==> src/rtl/dest_router_if.sv <==
// Bus bundle for dest_router: the upstream word handshake, the four
// destination FIFO push/backpressure lines, and a debug view of the
// router state.
//
// Handshake: a word moves from upstream into the router at a rising edge
// where valid_in=1 and ready_out=1.
// A destination FIFO takes data_out at every rising edge where its push_Pn=1.
// almost_full_Pn=1 stops the router from pushing into FIFO n.
// It has no effect on the other three FIFOs.
//
// state_dbg encoding: 0 = IDLE, 1 = SEND, 2 = WAIT.
interface dest_router_if;
  logic       valid_in;
  logic [9:0] data_in;
  logic       ready_out;
  logic       almost_full_P0;
  logic       almost_full_P1;
  logic       almost_full_P2;
  logic       almost_full_P3;
  logic       push_P0;
  logic       push_P1;
  logic       push_P2;
  logic       push_P3;
  logic [9:0] data_out;
  logic [1:0] state_dbg;

  // Upstream source plus FIFO side, as seen by whoever drives the router.
  modport master (
    output valid_in, data_in,
    output almost_full_P0, almost_full_P1, almost_full_P2, almost_full_P3,
    input  ready_out,
    input  push_P0, push_P1, push_P2, push_P3,
    input  data_out, state_dbg
  );

  // The router itself.
  modport slave (
    input  valid_in, data_in,
    input  almost_full_P0, almost_full_P1, almost_full_P2, almost_full_P3,
    output ready_out,
    output push_P0, push_P1, push_P2, push_P3,
    output data_out, state_dbg
  );
endinterface

==> src/rtl/dest_router.sv <==
// dest_router: a one-entry buffer that routes each 10-bit word to one of
// four FIFOs.
// data_in[9:8] selects the FIFO and the whole word is forwarded.
// A word accepted at edge k is pushed in cycle k+1 when its FIFO is not
// almost_full.
// If that FIFO is almost_full, the word waits in the buffer and upstream
// sees ready_out=0.
// A push and a new accept can happen at the same edge, which gives one word
// per cycle with no bubble.
// Optional feature macro: ROUTER_STATS_EN adds the push_count and
// stall_cycles counters.
module dest_router (
  input  logic            clk,
  input  logic            reset,
  dest_router_if.slave    bus
`ifdef ROUTER_STATS_EN
  ,
  output logic [7:0]      push_count,
  output logic [7:0]      stall_cycles
`endif
);

  // The registered state records buffer occupancy and whether the word was
  // held at the last edge.
  // The live state below refines it with the current almost_full, so WAIT
  // is left in the same cycle that almost_full drops.
  typedef enum logic [1:0] {
    ST_IDLE = 2'd0,
    ST_SEND = 2'd1,
    ST_WAIT = 2'd2
  } state_t;

  state_t     state_q, state_d, state_live;
  logic [9:0] buf_q, buf_d;
  logic       buf_valid;
  logic [3:0] af_vec;
  logic       dest_af;
  logic       issue;
  logic       accept;
  logic       ready;
  logic [3:0] push_vec;

  assign af_vec    = {bus.almost_full_P3, bus.almost_full_P2,
                      bus.almost_full_P1, bus.almost_full_P0};
  assign buf_valid = (state_q != ST_IDLE);
  // Only the buffered word's own FIFO matters, so there is no head-of-line
  // coupling to the other FIFOs.
  assign dest_af   = af_vec[buf_q[9:8]];
  assign issue     = buf_valid & ~dest_af & ~reset;
  assign ready     = ~reset & (~buf_valid | issue);
  assign accept    = bus.valid_in & ready;

  // Next buffer contents and state: an accept loads the buffer (and
  // overrides any issue), an issue empties it, otherwise the word is held.
  always_comb begin
    state_d = state_q;
    buf_d   = buf_q;
    if (accept) begin
      buf_d   = bus.data_in;
      state_d = ST_SEND;
    end else if (issue) begin
      state_d = ST_IDLE;
    end else if (buf_valid) begin
      state_d = ST_WAIT;
    end
  end

  // State and buffer registers; reset discards any buffered word.
  always_ff @(posedge clk) begin
    if (reset) begin
      state_q <= ST_IDLE;
      buf_q   <= 10'h000;
    end else begin
      state_q <= state_d;
      buf_q   <= buf_d;
    end
  end

  // Push decode (one-hot at most), data_out and the live debug state.
  always_comb begin
    push_vec   = 4'b0000;
    state_live = ST_IDLE;
    if (issue) begin
      push_vec = 4'b0001 << buf_q[9:8];
    end
    if (buf_valid && !reset) begin
      state_live = dest_af ? ST_WAIT : ST_SEND;
    end
  end

  assign bus.push_P0   = push_vec[0];
  assign bus.push_P1   = push_vec[1];
  assign bus.push_P2   = push_vec[2];
  assign bus.push_P3   = push_vec[3];
  assign bus.data_out  = (buf_valid && !reset) ? buf_q : 10'h000;
  assign bus.ready_out = ready;
  assign bus.state_dbg = state_live;

`ifdef ROUTER_STATS_EN
  logic [7:0] push_count_q;
  logic [7:0] stall_cycles_q;

  // push_count wraps; stall_cycles saturates at 255.
  always_ff @(posedge clk) begin
    if (reset) begin
      push_count_q   <= 8'd0;
      stall_cycles_q <= 8'd0;
    end else begin
      if (issue) begin
        push_count_q <= push_count_q + 8'd1;
      end
      if (buf_valid && dest_af && (stall_cycles_q != 8'hFF)) begin
        stall_cycles_q <= stall_cycles_q + 8'd1;
      end
    end
  end

  assign push_count   = push_count_q;
  assign stall_cycles = stall_cycles_q;
`endif

endmodule

==> src/flat_wrapper.sv <==
// flat-port wrapper written by rule: the top's interface ports become plain ports
module dest_router_flat 
  (clk, reset, bus_valid_in, bus_data_in, bus_almost_full_P0, bus_almost_full_P1, bus_almost_full_P2, bus_almost_full_P3, bus_ready_out, bus_push_P0, bus_push_P1, bus_push_P2, bus_push_P3, bus_data_out, bus_state_dbg);
  dest_router_if bus_i ();
  input  logic clk;
  input  logic reset;
  input wire logic [$bits(bus_i.valid_in)-1:0] bus_valid_in;
  input wire logic [$bits(bus_i.data_in)-1:0] bus_data_in;
  input wire logic [$bits(bus_i.almost_full_P0)-1:0] bus_almost_full_P0;
  input wire logic [$bits(bus_i.almost_full_P1)-1:0] bus_almost_full_P1;
  input wire logic [$bits(bus_i.almost_full_P2)-1:0] bus_almost_full_P2;
  input wire logic [$bits(bus_i.almost_full_P3)-1:0] bus_almost_full_P3;
  output wire logic [$bits(bus_i.ready_out)-1:0] bus_ready_out;
  output wire logic [$bits(bus_i.push_P0)-1:0] bus_push_P0;
  output wire logic [$bits(bus_i.push_P1)-1:0] bus_push_P1;
  output wire logic [$bits(bus_i.push_P2)-1:0] bus_push_P2;
  output wire logic [$bits(bus_i.push_P3)-1:0] bus_push_P3;
  output wire logic [$bits(bus_i.data_out)-1:0] bus_data_out;
  output wire logic [$bits(bus_i.state_dbg)-1:0] bus_state_dbg;
  assign bus_i.valid_in = bus_valid_in;
  assign bus_i.data_in = bus_data_in;
  assign bus_i.almost_full_P0 = bus_almost_full_P0;
  assign bus_i.almost_full_P1 = bus_almost_full_P1;
  assign bus_i.almost_full_P2 = bus_almost_full_P2;
  assign bus_i.almost_full_P3 = bus_almost_full_P3;
  assign bus_ready_out = bus_i.ready_out;
  assign bus_push_P0 = bus_i.push_P0;
  assign bus_push_P1 = bus_i.push_P1;
  assign bus_push_P2 = bus_i.push_P2;
  assign bus_push_P3 = bus_i.push_P3;
  assign bus_data_out = bus_i.data_out;
  assign bus_state_dbg = bus_i.state_dbg;
  dest_router u_core (.clk(clk), .reset(reset), .bus(bus_i));
endmodule
==> config.mk <==
export PLATFORM = sky130hd
export DESIGN_NAME = dest_router_flat
export DESIGN_NICKNAME = d
export VERILOG_FILES = /design/src/rtl/dest_router_if.sv /design/src/rtl/dest_router.sv /design/src/flat_wrapper.sv
export SDC_FILE = /design/constraint.sdc
export NUM_CORES = 1
export LEC_CHECK = 0
export BUFFER_PORTS_ARGS = -buffer_cell sky130_fd_sc_hd__buf_4
export CAP_MARGIN = 0
export CELL_PAD_IN_SITES_DETAIL_PLACEMENT = 0
export CELL_PAD_IN_SITES_GLOBAL_PLACEMENT = 1
export CORE_MARGIN = 2
export CORE_UTILIZATION = 32
export CTS_BUF_LIST = sky130_fd_sc_hd__clkbuf_8 sky130_fd_sc_hd__clkbuf_16
export DETAILED_ROUTE_END_ITERATION = 12
export MAX_ROUTING_LAYER = met4
export PLACE_DENSITY = 0.84
export RECOVER_POWER = 50
export SYNTH_ARGS = -nofsm -noshare
export SYNTH_HDL_FRONTEND = slang
export SYNTH_SLANG_ARGS = --single-unit
==> constraint.sdc <==
create_clock -name clk -period 1.9 [get_ports clk]
set_clock_uncertainty 0.05 [all_clocks]
set_input_delay 0.285 -clock clk [delete_from_list [all_inputs] [get_ports clk]]
set_output_delay 0.285 -clock clk [all_outputs]
set_load 0.02 [all_outputs]
==> flow_summary.ini <==
[sta]
timing.final.crit_period_ns = 1.81
maxSlewViolCount = 0
hold_violations = 0
relSlewSlack_pct = 76.6
setup-violations-final = 0
rsz0062_at_grt = no
setup_ws_ns = 0.0858
min_period_over_period_pct = 95.5
fmax_mhz = 551
holdWs_ns = 0.253
tightest_slew_ns = 0.347
fin_setup_tns_ns = 0

[global_route]
antenna_found_initial = 0
grt_max_degree = 25
track_usage_pct = 13.3
overflow = 0
grt_pass1_wl_microns = 2570
grt_pass1_vias = 596

[hold_path]
whs_path_depth = 3
min_from = bus_data_in[8]
holdPathEnd = u_core.buf_q[8]
hp-class = primary input to flop

[setup_path]
regToRegStartpoint = u_core.buf_q[8]
path_class = flop to primary output
critPathMaxFanout = 7
crit_buf_inv = 1
endpoint_kind = primary output
cp_top_family = flip-flops
path_cells = mux2_4 -> and2_2 -> nor3_1 -> buf_4
cp.required_ns = 1.56
cp_slowest_cell = dfxtp_2
r2r_slack_ns = 0.19
crit_path_max_incr_delay_ns = 0.41
arrival_ns = 1.48
r2r_end = u_core.buf_q[5]
rr_worst_depth = 4
critPathLaunchType = flop

[final_layout]
drive_gt1_share_pct = 37.2
antennaDiodeCount = 0
fill_cells = 217
nets = 131
instances_no_fill = 141
layout-area-overhead-vs-synth_pct = 41.1
stdcell_area_sq_um = 1040

[placement]
dp_slack_ns = 0.276
hpwl_microns = 1100
place.gp.congestion = 0.781
portBuffers = 33
dp_cells = 137
placed_area_sq_um = 996

[power]
leakage_nw = 0.486
power_density_nw_per_um2 = 677
ir_worst_vdd_v = 0.000442

[route]
vias = 635
route.detailed.vias_per_inst = 4.50
post-route-drc-count = 0
drtIter0Drc = 8
ant_nets = 0
wirelength_microns = 1540
first_pass_iters = 4
wl_per_cell_microns = 10.9

[floorplanning]
floorplan.rows = 17
start_util_pct = 33.6
design.core.area_sq_um = 2190
io_pins = 34
fp.dieH_microns = 52.0
dieArea_sq_um = 2700
die_width_microns = 52.0

[logic_synthesis]
synth_seq_cells = 12
synth_nets = 97
syn_avg_cell_area_sq_um = 9.21
yosysTopAreaCell = dfxtp_1
postSynthCellCount = 80
yosysWarnings = 0
synth_top_area_share_pct = 32.6
syn_area_sq_um = 737
ys_types = 24
seq_area_frac_synth_pct = 32.6
netlist_top_cells_area = dfxtp_1, mux2i_1, nand2b_1

[clock_tree]
postCtsSetupRepairBufs = 0
cts_max_path_buffers = 2
htreeDepth = 1
cts.sinks = 12
cts-buffers-inserted = 3
cts_resized = 0
hold_buffers = 0
cts-root-buf = clkbuf_8
clk_pin_slew_ns = 0.05
cts_tree = built
clock_latency_ns = 0.24

[job]
cap_violations = 0

[status]
outcome = finished, final reports clean
[per-stage QoR]
stage                     total power, mW  utilization [%]
after floorplan                     0.381                -
after global placement              0.431             45.5
after detailed placement            0.431             45.5
after CTS                           0.717             48.0
after global routing                0.748             47.5
final                               0.704             47.5
[where the power goes]
part | internal, mW | switching [mW] | total [mW]
registers | 0.271 | 0.0147 | 0.285
logic | 0.0773 | 0.0620 | 0.139
clock network | 0.183 | 0.0965 | 0.280
total | 0.531 | 0.173 | 0.704
[worst register-to-register path, delay by kind of cell, from the launching register on]
kind / cells / cell delay, ns
AOI/OAI and AO/OA: 1 / 0.27
buffers and inverters: 1 / 0.35
DFF: 1 / 0.41
muxes: 2 / 0.56
[cell type report]
class	instances	area [sq um]	area share [%]
multi-input cells	60	448	43.1
well taps	28	35.0	3.37
flip-flops and latches	12	241	23.2
inverters	2	7.51	0.722
clock buffers	4	55.1	5.29
repair buffers	35	253	24.3
[per-layer routing]
metal	track usage (%)	vias to the layer above	share of wire, %
met5	-	-	0
met4	3.51	0	0
met3	6.32	0	7.8
met2	18.6	23	43
met1	17.3	279	49
li1	-	333	-
[cells by family (layout without fill, tap and decap cells)]
group	count (synthesis)	after routing	share of synthesized area, %
flip-flops	12	12	32.6
AO/OA/AOI/OAI	7	7	8.66
multiplexers	13	13	19.0
AND/OR/NAND/NOR	40	40	33.4
buffers and inverters	8	41	6.28
[how the worst max path moves through the flow]
stage / startpoint / endpoint / slack (ns) / depth (start not counted)
6_report: u_core.buf_q[8] / bus_ready_out / 0.09 / 4
5_1_grt: u_core.buf_q[8] / bus_state_dbg[0] / 0.03 / 4
4_1_cts: u_core.buf_q[8] / bus_state_dbg[0] / 0.0006 / 4
3_5_place_dp: u_core.buf_q[8] / bus_state_dbg[0] / 0.28 / 4
3_3_place_gp: u_core.buf_q[8] / bus_state_dbg[0] / 0.27 / 4
2_1_floorplan: reset / bus_push_P0 / 0.11 / 3
[placed cells by master (no fill, tap or decap)]
| cell | synthesis | final |
|---|---|---|
| dfxtp_1 | 12 | 11 |
| a22oi_1 | 1 | 1 |
| buf_4 | 0 | 32 |
| nor3b_1 | 2 | 2 |
| inv_1 | 2 | 2 |
| mux2i_2 | 0 | 1 |
| mux2_4 | 2 | 2 |
| nand2_1 | 1 | 1 |
| clkbuf_1 | 3 | 2 |
| nand2b_1 | 17 | 17 |
| o311ai_0 | 1 | 1 |
| nor2_1 | 1 | 1 |
| and2_1 | 10 | 10 |
| nor3_1 | 5 | 5 |
| mux2i_1 | 11 | 10 |
| a221oi_1 | 0 | 1 |
| o21a_1 | 1 | 1 |
| or2b_1 | 1 | 1 |
| and2_2 | 1 | 1 |
| a21oi_1 | 1 | 1 |
| clkbuf_8 | 0 | 4 |
| clkbuf_2 | 0 | 1 |
| o21ba_1 | 1 | 2 |
| nor4_1 | 1 | 1 |
| nor4b_1 | 1 | 1 |
| dfxtp_2 | 0 | 1 |
[state kept, by name, indices dropped and copies added (netlist names)]
signal / flops
u_core.state_q: 2
u_core.buf_q: 10
[cell usage after synthesis]
master    number
o21a_1         1
nor4b_1        1
buf_6          2
o311ai_0       1
dfxtp_1       12
nor3b_1        2
a221oi_2       1
or2b_1         1
mux2_4         2
and2_2         1
nor2_1         1
o21ba_2        1
a21oi_1        1
nor3_1         5
o21ba_1        1
nand2b_1      17
and2_1        10
clkbuf_1       3
a22oi_1        1
buf_2          1
mux2i_1       11
nor4_1         1
inv_1          2
nand2_1        1
No activity file was read; power rests on OpenSTA's default activity.
